[config.mk]
export PLATFORM = sky130hd
export DESIGN_NAME = axi_read_path_ctrl
export DESIGN_NICKNAME = d
export VERILOG_FILES = /design/src/rtl/axi_rd_pkg.sv /design/src/rtl/axi_rd_decerr_slave.sv /design/src/rtl/axi_read_path_ctrl.sv
export SDC_FILE = /design/constraint.sdc
export NUM_CORES = 1
export LEC_CHECK = 0
export CAP_MARGIN = 20
export CORE_AREA = 2 2 234 236
export CTS_BUF_LIST = sky130_fd_sc_hd__clkbuf_8
export DETAILED_ROUTE_END_ITERATION = 16
export DIE_AREA = 0 0 236 238
export HOLD_SLACK_MARGIN = 0.02
export SLEW_MARGIN = 20
export SYNTH_ARGS = -nofsm -noshare
export SYNTH_HDL_FRONTEND = slang
export SYNTH_SLANG_ARGS = --single-unit
[constraint.sdc]
create_clock -name ACLK -period 1.58 [get_ports ACLK]
set_input_delay 0.158 -clock ACLK [delete_from_list [all_inputs] [get_ports ACLK]]
set_output_delay 0.158 -clock ACLK [all_outputs]
set_load 0.01 [all_outputs]
[src/rtl/axi_rd_pkg.sv]
// Shared definitions for the AXI read path: grant-code encoding, FSM states,
// response codes and the grant decoder.
package axi_rd_pkg;

  // Grant code from the read arbiter: {master[1:0], slave_field[3:0]}.
  // slave_field 0..7 selects a mapped slave, 4'hF means no slave (unmapped),
  // and the all-ones code means the arbiter has nothing granted.
  localparam int MX_SX_ID_BITS = 6;
  localparam int AR_M_BITS     = 2;
  localparam int AR_SF_BITS    = 4;
  localparam int AR_S_BITS     = 3;
  localparam int AR_NUM_SLAVES = 8;

  localparam logic [MX_SX_ID_BITS-1:0] AR_DEFAULT_R = 6'h3F;
  localparam logic [AR_SF_BITS-1:0]    AR_SLAVE_NO  = 4'hF;

  // Slave indices, for readability at call sites.
  localparam logic [AR_S_BITS-1:0] S_ROM   = 3'd0;
  localparam logic [AR_S_BITS-1:0] S_IM    = 3'd1;
  localparam logic [AR_S_BITS-1:0] S_DM    = 3'd2;
  localparam logic [AR_S_BITS-1:0] S_SCTRL = 3'd3;
  localparam logic [AR_S_BITS-1:0] S_WDT   = 3'd4;
  localparam logic [AR_S_BITS-1:0] S_DRAM  = 3'd5;
  localparam logic [AR_S_BITS-1:0] S_EPU   = 3'd6;
  localparam logic [AR_S_BITS-1:0] S_DMA   = 3'd7;

  localparam logic [1:0] RESP_OKAY   = 2'b00;
  localparam logic [1:0] RESP_DECERR = 2'b11;

  typedef enum logic [2:0] {
    ST_IDLE     = 3'd0,
    ST_ADDR     = 3'd1,
    ST_DATA     = 3'd2,
    ST_ERR_ADDR = 3'd3,
    ST_ERR_DATA = 3'd4
  } rd_state_e;

  typedef struct packed {
    logic [AR_M_BITS-1:0] master;
    logic [AR_S_BITS-1:0] slave;
    logic                 hit;
  } ar_grant_t;

  // Split a grant code into master index, slave index and a mapped-slave flag.
  function automatic ar_grant_t ar_decode(input logic [MX_SX_ID_BITS-1:0] code);
    ar_grant_t g;
    g.master = code[MX_SX_ID_BITS-1 -: AR_M_BITS];
    g.slave  = code[AR_S_BITS-1:0];
    g.hit    = (code[AR_SF_BITS-1:0] < AR_SF_BITS'(AR_NUM_SLAVES));
    return g;
  endfunction

endpackage

[src/rtl/axi_rd_decerr_slave.sv]
// Internal DECERR responder: produces ARLEN+1 error beats for an unmapped
// read, advancing only when the granted master accepts a beat.
module axi_rd_decerr_slave
  import axi_rd_pkg::*;
(
  input  logic        clk,
  input  logic        rst_n,
  input  logic        i_start,
  input  logic        i_active,
  input  logic [3:0]  i_len,
  input  logic        i_rready,
  output logic        o_rvalid,
  output logic        o_rlast,
  output logic        o_done,
  output logic [31:0] o_rdata,
  output logic [1:0]  o_rresp
);

  logic [3:0] r_cnt;
  logic       w_last;

  assign w_last   = (r_cnt == i_len);
  assign o_rvalid = i_active;
  assign o_rlast  = i_active && w_last;
  assign o_done   = i_active && w_last && i_rready;
  assign o_rdata  = '0;
  assign o_rresp  = i_active ? RESP_DECERR : RESP_OKAY;

  // Beat counter: cleared while the error address phase runs, then counts
  // accepted beats; it holds on the final beat so ARLEN=15 never wraps.
  always_ff @(posedge clk or negedge rst_n) begin
    // NOTE: state registers use non-blocking assignments so every flop
    // samples pre-edge values; blocking here would create order-dependent
    // simulation and a mismatch against the synthesized netlist.
    if (!rst_n) begin
      r_cnt <= '0;
    end else if (i_start) begin
      r_cnt <= '0;
    end else if (i_active && i_rready && !w_last) begin
      r_cnt <= r_cnt + 4'd1;
    end
  end

endmodule

[src/rtl/axi_read_path_ctrl.sv]
// Read-channel sequencer behind the read arbiter: latches the grant, drives
// the AR channel to the selected slave (or the DECERR responder) and routes
// the R burst back to the granting master until its last beat.
module axi_read_path_ctrl
  import axi_rd_pkg::*;
#(
  parameter int NM  = 3,
  parameter int NS  = 8,
  parameter int IDW = 4
) (
  input  logic                     ACLK,
  input  logic                     ARESETn,
  input  logic [MX_SX_ID_BITS-1:0] AR_arbiter,
  input  logic [NM*32-1:0]         ARADDR_M,
  input  logic [NM*4-1:0]          ARLEN_M,
  input  logic [NM*IDW-1:0]        ARID_M,
  input  logic [NM-1:0]            ARVALID_M,
  output logic [NM-1:0]            ARREADY_M,
  input  logic [NM-1:0]            RREADY_M,
  output logic [NM-1:0]            RVALID_M,
  output logic [31:0]              RDATA_M,
  output logic [IDW-1:0]           RID_M,
  output logic [1:0]               RRESP_M,
  output logic                     RLAST_M,
  output logic [31:0]              ARADDR_S,
  output logic [3:0]               ARLEN_S,
  output logic [IDW+3:0]           ARID_S,
  output logic [NS-1:0]            ARVALID_S,
  input  logic [NS-1:0]            ARREADY_S,
  input  logic [NS*32-1:0]         RDATA_S,
  input  logic [NS*2-1:0]          RRESP_S,
  input  logic [NS*(IDW+4)-1:0]    RID_S,
  input  logic [NS-1:0]            RLAST_S,
  input  logic [NS-1:0]            RVALID_S,
  output logic [NS-1:0]            RREADY_S,
  output logic                     rd_busy,
  output logic                     len_err
);

  rd_state_e r_state;
  rd_state_e w_state_nxt;

  logic [AR_M_BITS-1:0] r_m;
  logic [AR_S_BITS-1:0] r_s;
  logic [3:0]           r_len;
  logic [IDW-1:0]       r_id;
  logic [31:0]          r_addr;
  logic [3:0]           r_cnt;
  logic                 r_len_err;

  ar_grant_t            w_grant;
  logic                 w_grant_valid;

  logic [31:0]          w_m_addr;
  logic [3:0]           w_m_len;
  logic [IDW-1:0]       w_m_id;
  logic                 w_m_rready;

  logic                 w_s_arready;
  logic                 w_s_rvalid;
  logic                 w_s_rlast;
  logic [31:0]          w_s_rdata;
  logic [1:0]           w_s_rresp;
  logic [IDW-1:0]       w_s_rid;

  logic                 w_r_hs;
  logic                 w_last_beat;

  logic                 w_de_rvalid;
  logic                 w_de_rlast;
  logic                 w_de_done;
  logic [31:0]          w_de_rdata;
  logic [1:0]           w_de_rresp;

  // Master AR valid is implied by the grant; upper slave RID bits carry the
  // master index, which the route already knows.
  logic                 w_unused;
  assign w_unused = ^{ARVALID_M, RID_S};

  assign w_grant       = ar_decode(AR_arbiter);
  assign w_grant_valid = (AR_arbiter != AR_DEFAULT_R);
  assign w_last_beat   = (r_cnt == r_len);
  assign w_r_hs        = (r_state == ST_DATA) && w_s_rvalid && w_m_rready;
  assign rd_busy       = (r_state != ST_IDLE);
  assign len_err       = r_len_err;

  // Select the granted master's AR payload for latching in IDLE.
  always_comb begin
    // NOTE: every combinational output gets a default before any branch;
    // leaving a path unassigned would infer a latch.
    w_m_addr = '0;
    w_m_len  = '0;
    w_m_id   = '0;
    for (int i = 0; i < NM; i++) begin
      if (w_grant.master == AR_M_BITS'(i)) begin
        w_m_addr = ARADDR_M[i*32 +: 32];
        w_m_len  = ARLEN_M[i*4 +: 4];
        w_m_id   = ARID_M[i*IDW +: IDW];
      end
    end
  end

  // Select the routed master's R ready.
  always_comb begin
    w_m_rready = 1'b0;
    for (int i = 0; i < NM; i++) begin
      if (r_m == AR_M_BITS'(i)) w_m_rready = RREADY_M[i];
    end
  end

  // Select the routed slave's AR ready and R channel.
  always_comb begin
    w_s_arready = 1'b0;
    w_s_rvalid  = 1'b0;
    w_s_rlast   = 1'b0;
    w_s_rdata   = '0;
    w_s_rresp   = '0;
    w_s_rid     = '0;
    for (int j = 0; j < NS; j++) begin
      if (r_s == AR_S_BITS'(j)) begin
        w_s_arready = ARREADY_S[j];
        w_s_rvalid  = RVALID_S[j];
        w_s_rlast   = RLAST_S[j];
        w_s_rdata   = RDATA_S[j*32 +: 32];
        w_s_rresp   = RRESP_S[j*2 +: 2];
        w_s_rid     = RID_S[j*(IDW+4) +: IDW];
      end
    end
  end

  axi_rd_decerr_slave u_decerr (
    .clk      (ACLK),
    .rst_n    (ARESETn),
    .i_start  (r_state == ST_ERR_ADDR),
    .i_active (r_state == ST_ERR_DATA),
    .i_len    (r_len),
    .i_rready (w_m_rready),
    .o_rvalid (w_de_rvalid),
    .o_rlast  (w_de_rlast),
    .o_done   (w_de_done),
    .o_rdata  (w_de_rdata),
    .o_rresp  (w_de_rresp)
  );

  // Next-state logic: one outstanding read, held until its last beat.
  always_comb begin
    w_state_nxt = r_state;
    unique case (r_state)
      ST_IDLE:     if (w_grant_valid) w_state_nxt = w_grant.hit ? ST_ADDR : ST_ERR_ADDR;
      ST_ADDR:     if (w_s_arready) w_state_nxt = ST_DATA;
      ST_DATA:     if (w_r_hs && w_last_beat) w_state_nxt = ST_IDLE;
      ST_ERR_ADDR: w_state_nxt = ST_ERR_DATA;
      ST_ERR_DATA: if (w_de_done) w_state_nxt = ST_IDLE;
      default:     w_state_nxt = ST_IDLE;
    endcase
  end

  // State register.
  always_ff @(posedge ACLK or negedge ARESETn) begin
    if (!ARESETn) r_state <= ST_IDLE;
    else          r_state <= w_state_nxt;
  end

  // Route and payload latch, captured once per grant while IDLE.
  always_ff @(posedge ACLK or negedge ARESETn) begin
    // NOTE: these are plain registers, not a memory, so resetting them is
    // cheap and keeps the first ADDR cycle after reset deterministic.
    if (!ARESETn) begin
      r_m    <= '0;
      r_s    <= '0;
      r_len  <= '0;
      r_id   <= '0;
      r_addr <= '0;
    end else if (r_state == ST_IDLE && w_grant_valid) begin
      r_m    <= w_grant.master;
      r_s    <= w_grant.slave;
      r_len  <= w_m_len;
      r_id   <= w_m_id;
      r_addr <= w_m_addr;
    end
  end

  // Beat counter for mapped bursts; holds on the last beat so it never wraps.
  always_ff @(posedge ACLK or negedge ARESETn) begin
    if (!ARESETn) begin
      r_cnt <= '0;
    end else if (r_state == ST_ADDR && w_s_arready) begin
      r_cnt <= '0;
    end else if (w_r_hs && !w_last_beat) begin
      r_cnt <= r_cnt + 4'd1;
    end
  end

  // Sticky flag: slave RLAST disagrees with the beat count on an accepted beat.
  always_ff @(posedge ACLK or negedge ARESETn) begin
    if (!ARESETn) begin
      r_len_err <= 1'b0;
    end else if (w_r_hs && (w_s_rlast != w_last_beat)) begin
      r_len_err <= 1'b1;
    end
  end

  // Channel routing: only the granted master and selected slave lanes move.
  always_comb begin
    ARREADY_M = '0;
    RVALID_M  = '0;
    RDATA_M   = '0;
    RID_M     = '0;
    RRESP_M   = RESP_OKAY;
    RLAST_M   = 1'b0;
    ARADDR_S  = '0;
    ARLEN_S   = '0;
    ARID_S    = '0;
    ARVALID_S = '0;
    RREADY_S  = '0;
    unique case (r_state)
      ST_ADDR: begin
        ARVALID_S[r_s] = 1'b1;
        ARADDR_S       = r_addr;
        ARLEN_S        = r_len;
        ARID_S         = {4'(r_m), r_id};
        ARREADY_M[r_m] = w_s_arready;
      end
      ST_ERR_ADDR: begin
        ARREADY_M[r_m] = 1'b1;
      end
      ST_DATA: begin
        RVALID_M[r_m] = w_s_rvalid;
        RREADY_S[r_s] = w_m_rready;
        RDATA_M       = w_s_rdata;
        RRESP_M       = w_s_rresp;
        RID_M         = w_s_rid;
        RLAST_M       = w_last_beat;
      end
      ST_ERR_DATA: begin
        RVALID_M[r_m] = w_de_rvalid;
        RDATA_M       = w_de_rdata;
        RRESP_M       = w_de_rresp;
        RID_M         = r_id;
        RLAST_M       = w_de_rlast;
      end
      default: ;
    endcase
  end

endmodule

# Yosys cells after proc, flatten, opt, wreduce, memory -nomap -nowiden
# Index checks and enable logic that the tools add are counted.
# classes
magnitude_cmp	5
reduce_logical	23
n_addsub	2
n_eq_ne	23
mux	85
n_bitwise	4
# op_table
op	n
$mux W32	13
$mux W4	19
$mux W1	29
$mux W2	9
$mux W8	2
$eq A3 B3 Y1 const B	5
$pmux W3 S5	1
$logic_and A1 B1 Y1	13
$eq A3 B2 Y1 const B	4
$mux W3	4
$pmux W3 S2	2
$and A3 B3 Y3	3
$add A4 B1 Y4 const B	2
$and A8 B8 Y8	1
$eq A4 B4 Y1	2
$pmux W4 S2	1
$eq A3 B1 Y1 const B	2
$logic_not A3 Y1	2
$mux W6	1
$ne A2 B2 Y1 const B	3
$ne A6 B6 Y1 const B	1
$eq A2 B1 Y1 const B	2
$eq A2 B2 Y1 const B	2
$logic_not A2 Y1	2
other kinds (15)	17
# totals
in_bits	494
out_inout_bits	107
reg_bits	57
wordCells	151

# Depth between registers and ports, before layout
# logic_depth
word_depth	14
mapped_depth	8
depth_no_buf	5

# Cells and area by module
# Synthesis repeated with hierarchy kept, for this count alone.
# unflattened
hier_cells	958
area_unflattened_um2	6998.0
# modules_own_cells
mod	seq_area_each_um2	cells_per_inst	area_per_inst_um2	instances
axi_read_path_ctrl	1326.3	896	6470.0	1
axi_rd_decerr_slave	100.1	62	528.0	1

# Worst setup path after synthesis
# Ideal clock, no wire load.
# synth_path
kind	register to output
from	reg r_m[0]
to	out RREADY_S[2]
path_slack_ps	-114
path_buffers	1
arrival_ps	1536
required_time_ps	1422
path_stages_with_launch	6
path_cell_list	dfrtp_1 > nand2b_1 > o22a_2 > or2_2 > clkbuf_1 > nor3_1
# synth_between
elab_chain_len	6
word_cells_on_any_way	8
classes_between	eq/ne: 2; mux: 4; bitwise: 1; reduce/logical: 1
# synth_lines
element	line_no	source
from (decl)	axi_read_path_ctrl.sv:43	logic [AR_M_BITS-1:0] r_m;
from (signal assigned)	axi_read_path_ctrl.sv:175	r_m <= w_grant.master;
$logic_not A2 Y1	axi_read_path_ctrl.sv:107	if (r_m == AR_M_BITS'(i)) w_m_rready = RREADY_M[i];
$mux W1 (2 in series)	axi_read_path_ctrl.sv:107	
$mux W1 (*)	axi_read_path_ctrl.sv:107	
$and A8 B8 Y8 (no source line) (*)	-	
$mux W8 (*)	axi_read_path_ctrl.sv:216	unique case (r_state)
to (decl)	axi_read_path_ctrl.sv:35	output logic [NS-1:0] RREADY_S,
# Every way passes the cells marked *; elsewhere a longest branch is shown, timed or not.

# Final worst setup path
# layout_path
from	reg r_s[1]
to	out ARREADY_M[0]
# layout_between
elab_chain_len	11
word_cells_on_any_way	18
classes_between	eq/ne: 7; mux: 9; bitwise: 1; reduce/logical: 1
# layout_lines
element	line_no	source
from (decl)	axi_read_path_ctrl.sv:44	logic [AR_S_BITS-1:0] r_s;
from (signal assigned)	axi_read_path_ctrl.sv:176	r_s <= w_grant.slave;
$logic_not A3 Y1	axi_read_path_ctrl.sv:120	if (r_s == AR_S_BITS'(j)) begin
$mux W1 (7 in series)	axi_read_path_ctrl.sv:120	
$mux W1 (*)	axi_read_path_ctrl.sv:120	
$and A3 B3 Y3 (no source line) (*)	-	
$pmux W3 S2 (*)	axi_read_path_ctrl.sv:216	
to (decl)	axi_read_path_ctrl.sv:18	output logic [NM-1:0] ARREADY_M,
# Marks and branches as above.

==> impl_metrics.toml <==
[outcome]
status = "finished with violations"
failed_checks = "negative setup slack"

[power_and_ir_drop]
combPwrFrac = 0.852
switchingPower_w = 0.0123
fin_total_pwr_w = 0.0281
power.share.sequential = 0.100
swShare = 0.438
p_per_area_nw_per_um2 = 1640
power_leakage_nw = 7.08
p_int_w = 0.0158
vdd_drop_max_mv = 0.745
clock_power_share = 0.048

[global_route]
grt_usage = 0.168
use_met1 = 0.180
grt_max_degree = 36
use_met3 = 0.0352
grt_pass1_vias = 10200
top_usage_layer = "met2"
grt_util_met2 = 0.314
antenna_found_initial = 9
grt_overflow = 0
grt_pass1_wl_um = 68100

[clocking]
clock-sinks = 57
clockBufferDepth = 2
cts_buffers = 9
cts_max_level = 3
clkLatencyLatePin_ps = 390
clk_pin_slew_ps = 80
cts_tree = "built"
root_buffer = "clkbuf_8"

[synth]
synthFlopType = "dfrtp_1"
synth_compound_area_frac = 0.225
yosys.area_share.adder = 0.00384
synth_cells = 821
synth_edf_count = 0
postSynth.asyncResetShare = 1.00
yosysWarnings = 0
ys_types = 57
synthMuxAreaShare = 0.269
synth_top_family_by_area = "multiplexers"
postSynthAreaPerCell_sq_um = 7.93
ys_ff_latch = 57
synth_area_sq_um = 6510
synth-simple-area-share = 0.205
synthXorXnorAreaFrac = 0.0135
yosysSeqAreaShare = 0.219

[timing]
fmax_mhz = 391
finalCriticalPeriod_ps = 2560
final-setup-viol-count = 160
period_share = 1.62
rsz0062_at_grt = "yes"
hold_viol = 0
finClkSkew_ps = 16.2
report.final.slew_viol_count = 0
setup_ws_ps = -978
maxSlewHeadroom = 0.454
worstMarginPinSlew_ps = 817

[cells_and_area]
stdcell_area_sq_um = 17100
drive_gt1_frac = 0.460
layout_commonest_cell = "clkdlybuf4s50_1"
seqCellArea_sq_um = 1440
syn2layout_area_growth_pct = 162
mostFrequentLayoutCells = "clkdlybuf4s50_1 (456), buf_6 (125), buf_4 (110)"
multi_input_area_sq_um = 5910
layout.nets = 2068
fill_cells = 5558

[route]
avgRoutedWirePerCell_um = 22.1
dr.pass1.iters = 4
dr.first_iter.drc_count = 324
vias_per_cell = 4.26
post-route-drc-count = 0
num_vias = 9711
ant_nets = 0
wirelength_um = 50500

[die]
ios = 601
num_rows = 85
start_util = 0.122
dieArea_sq_um = 56200
die_h_um = 238
die_w_um = 236
core_sq_um = 53500

[setup_path]
r2r_start = "r_s[2]$_DFFE_PN0P_"
crit_path_end_kind = "output port"
crit_required_ps = 1420
cp_slowest_stage_delay_ps = 560
startpoint_type = "flop"
cp_slowest_cell = "dfrtp_4"
setup.worst_path.class = "flop to output port"
timing.critical_path.buf_inv = 3
cp-startpoint = "r_s[1]$_DFFE_PN0P_"
critical_path.top_delay_family = "flip-flops"
crit_arrival_ps = 2400
cp_cell_sequence = "buf_12, mux4_2, or2_4, and3_4, o21ai_4, buf_6, nor3_2, buf_2"
worstPathMaxFanout = 6

[place]
gp_congestion = 0.907
hpwlAfterDp_um = 37500
placed_cell_area_sq_um = 13900
port-buffer-count = 563

[worst_hold_path]
hold_path.class = "input port to asynchronous set/reset pin"

[flow_run]
cap_violations = 0
-- logic make-up after synthesis --
logic type / count (synthesis)
buffers and inverters: 84
DFF: 57
other: 1
adders and majority gates: 2
AOI/OAI and AO/OA: 245
xor gates and xnor gates: 10
muxes: 137
and+or+nand+nor: 285
-- timing repair --
item	in CTS	in global routing
gates cloned	19	9
hold endpoints to repair	18	0
hold buffers	1	0
gates resized for setup	689	276
setup endpoints to repair	159	160
pin swaps	85	143
setup buffers	86	40
-- flip-flops by register name, indices dropped and copies added (netlist names) --
register	cells
r_m	2
r_len	4
u_decerr.r_cnt	4
len_err	1
r_addr	32
r_s	3
r_cnt	4
r_state	3
r_id	4
-- synthesized netlist by cell type, types with 2 or more instances --
| cell | count | area share |
|---|---|---|
| dfrtp_1 | 57 | 0.22 |
| o221ai_1 | 25 | 0.034 |
| o221a_2 | 2 | 0.0035 |
| and3_1 | 4 | 0.0038 |
| mux2i_1 | 64 | 0.098 |
| a21oi_1 | 103 | 0.079 |
| nand4_1 | 3 | 0.0029 |
| clkbuf_1 | 38 | 0.022 |
| nor2b_1 | 6 | 0.0058 |
| mux4_2 | 24 | 0.083 |
| nor2_1 | 66 | 0.038 |
| o21ai_0 | 71 | 0.055 |
| ha_1 | 2 | 0.0038 |
| xnor2_1 | 6 | 0.0081 |
| nand2b_1 | 5 | 0.0048 |
| buf_6 | 4 | 0.0069 |
| a221oi_1 | 6 | 0.0081 |
| a22oi_1 | 22 | 0.025 |
| xor2_1 | 4 | 0.0054 |
| buf_4 | 13 | 0.015 |
| buf_1 | 3 | 0.0017 |
| buf_2 | 22 | 0.017 |
| nand2_1 | 128 | 0.074 |
| inv_1 | 3 | 0.0017 |
| and2_1 | 43 | 0.041 |
| nor3_1 | 11 | 0.0085 |
| mux2_2 | 48 | 0.083 |
| nand3_1 | 5 | 0.0038 |
| o21ai_1 | 5 | 0.0038 |
-- metrics by stage --
step	setup slack [ps]	hold WS (ps)	utilization	instances	TNS, ps
after floorplan	-65.9	-138	-	822	-1610
after global placement	-936	197	0.260	2131	-76960
after detailed placement	-917	184	0.260	2131	-76950
after CTS	-1080	283	0.299	2247	-84730
after global routing	-1060	322	0.319	2278	-93450
final	-978	303	0.319	2278	-81440
-- metal layers --
metal / wire, um / vias up / share of wire
met2: 26100 / 475 / 0.52
met4: 2110 / 0 / 0.042
met5: 0 / - / 0
li1: - / 4499 / -
met1: 18900 / 4649 / 0.38
met3: 3270 / 88 / 0.065
-- power by group through the flow --
stage,combinational (W),clock (W),sequential [W]
after floorplan,0.00793,0,0.00240
after global placement,0.0152,0,0.00264
after detailed placement,0.0153,0,0.00266
after CTS,0.0214,0.00141,0.00264
after global routing,0.0252,0.00145,0.00288
final,0.0239,0.00135,0.00279
-- worst paths after layout --
path                                     endpoint  slack, ps  depth (start not counted)
setup reg to reg              len_err$_DFFE_PN0P_       -530                          7
setup / recovery                     ARREADY_M[0]       -980                          8
max in group asynchronous  r_addr[15]$_DFFE_PN0P_        670                          3
min in group ACLK          r_addr[13]$_DFFE_PN0P_        350                          4
hold / removal               r_len[3]$_DFFE_PN0P_        300                          2
hold reg to reg               len_err$_DFFE_PN0P_        470                          1
-- final cells by class --
cell class	count	area share
Clock buffer	12	0.00968
Inverter	4	0.00103
Sequential cell	57	0.0844
Tap cell	696	0.0510
Clock inverter	4	0.00117
Antenna cell	5	0.000733
Multi-Input combinational cell	682	0.346
Timing Repair Buffer	818	0.506
Note: power is estimated with default switching activity, not from simulation.
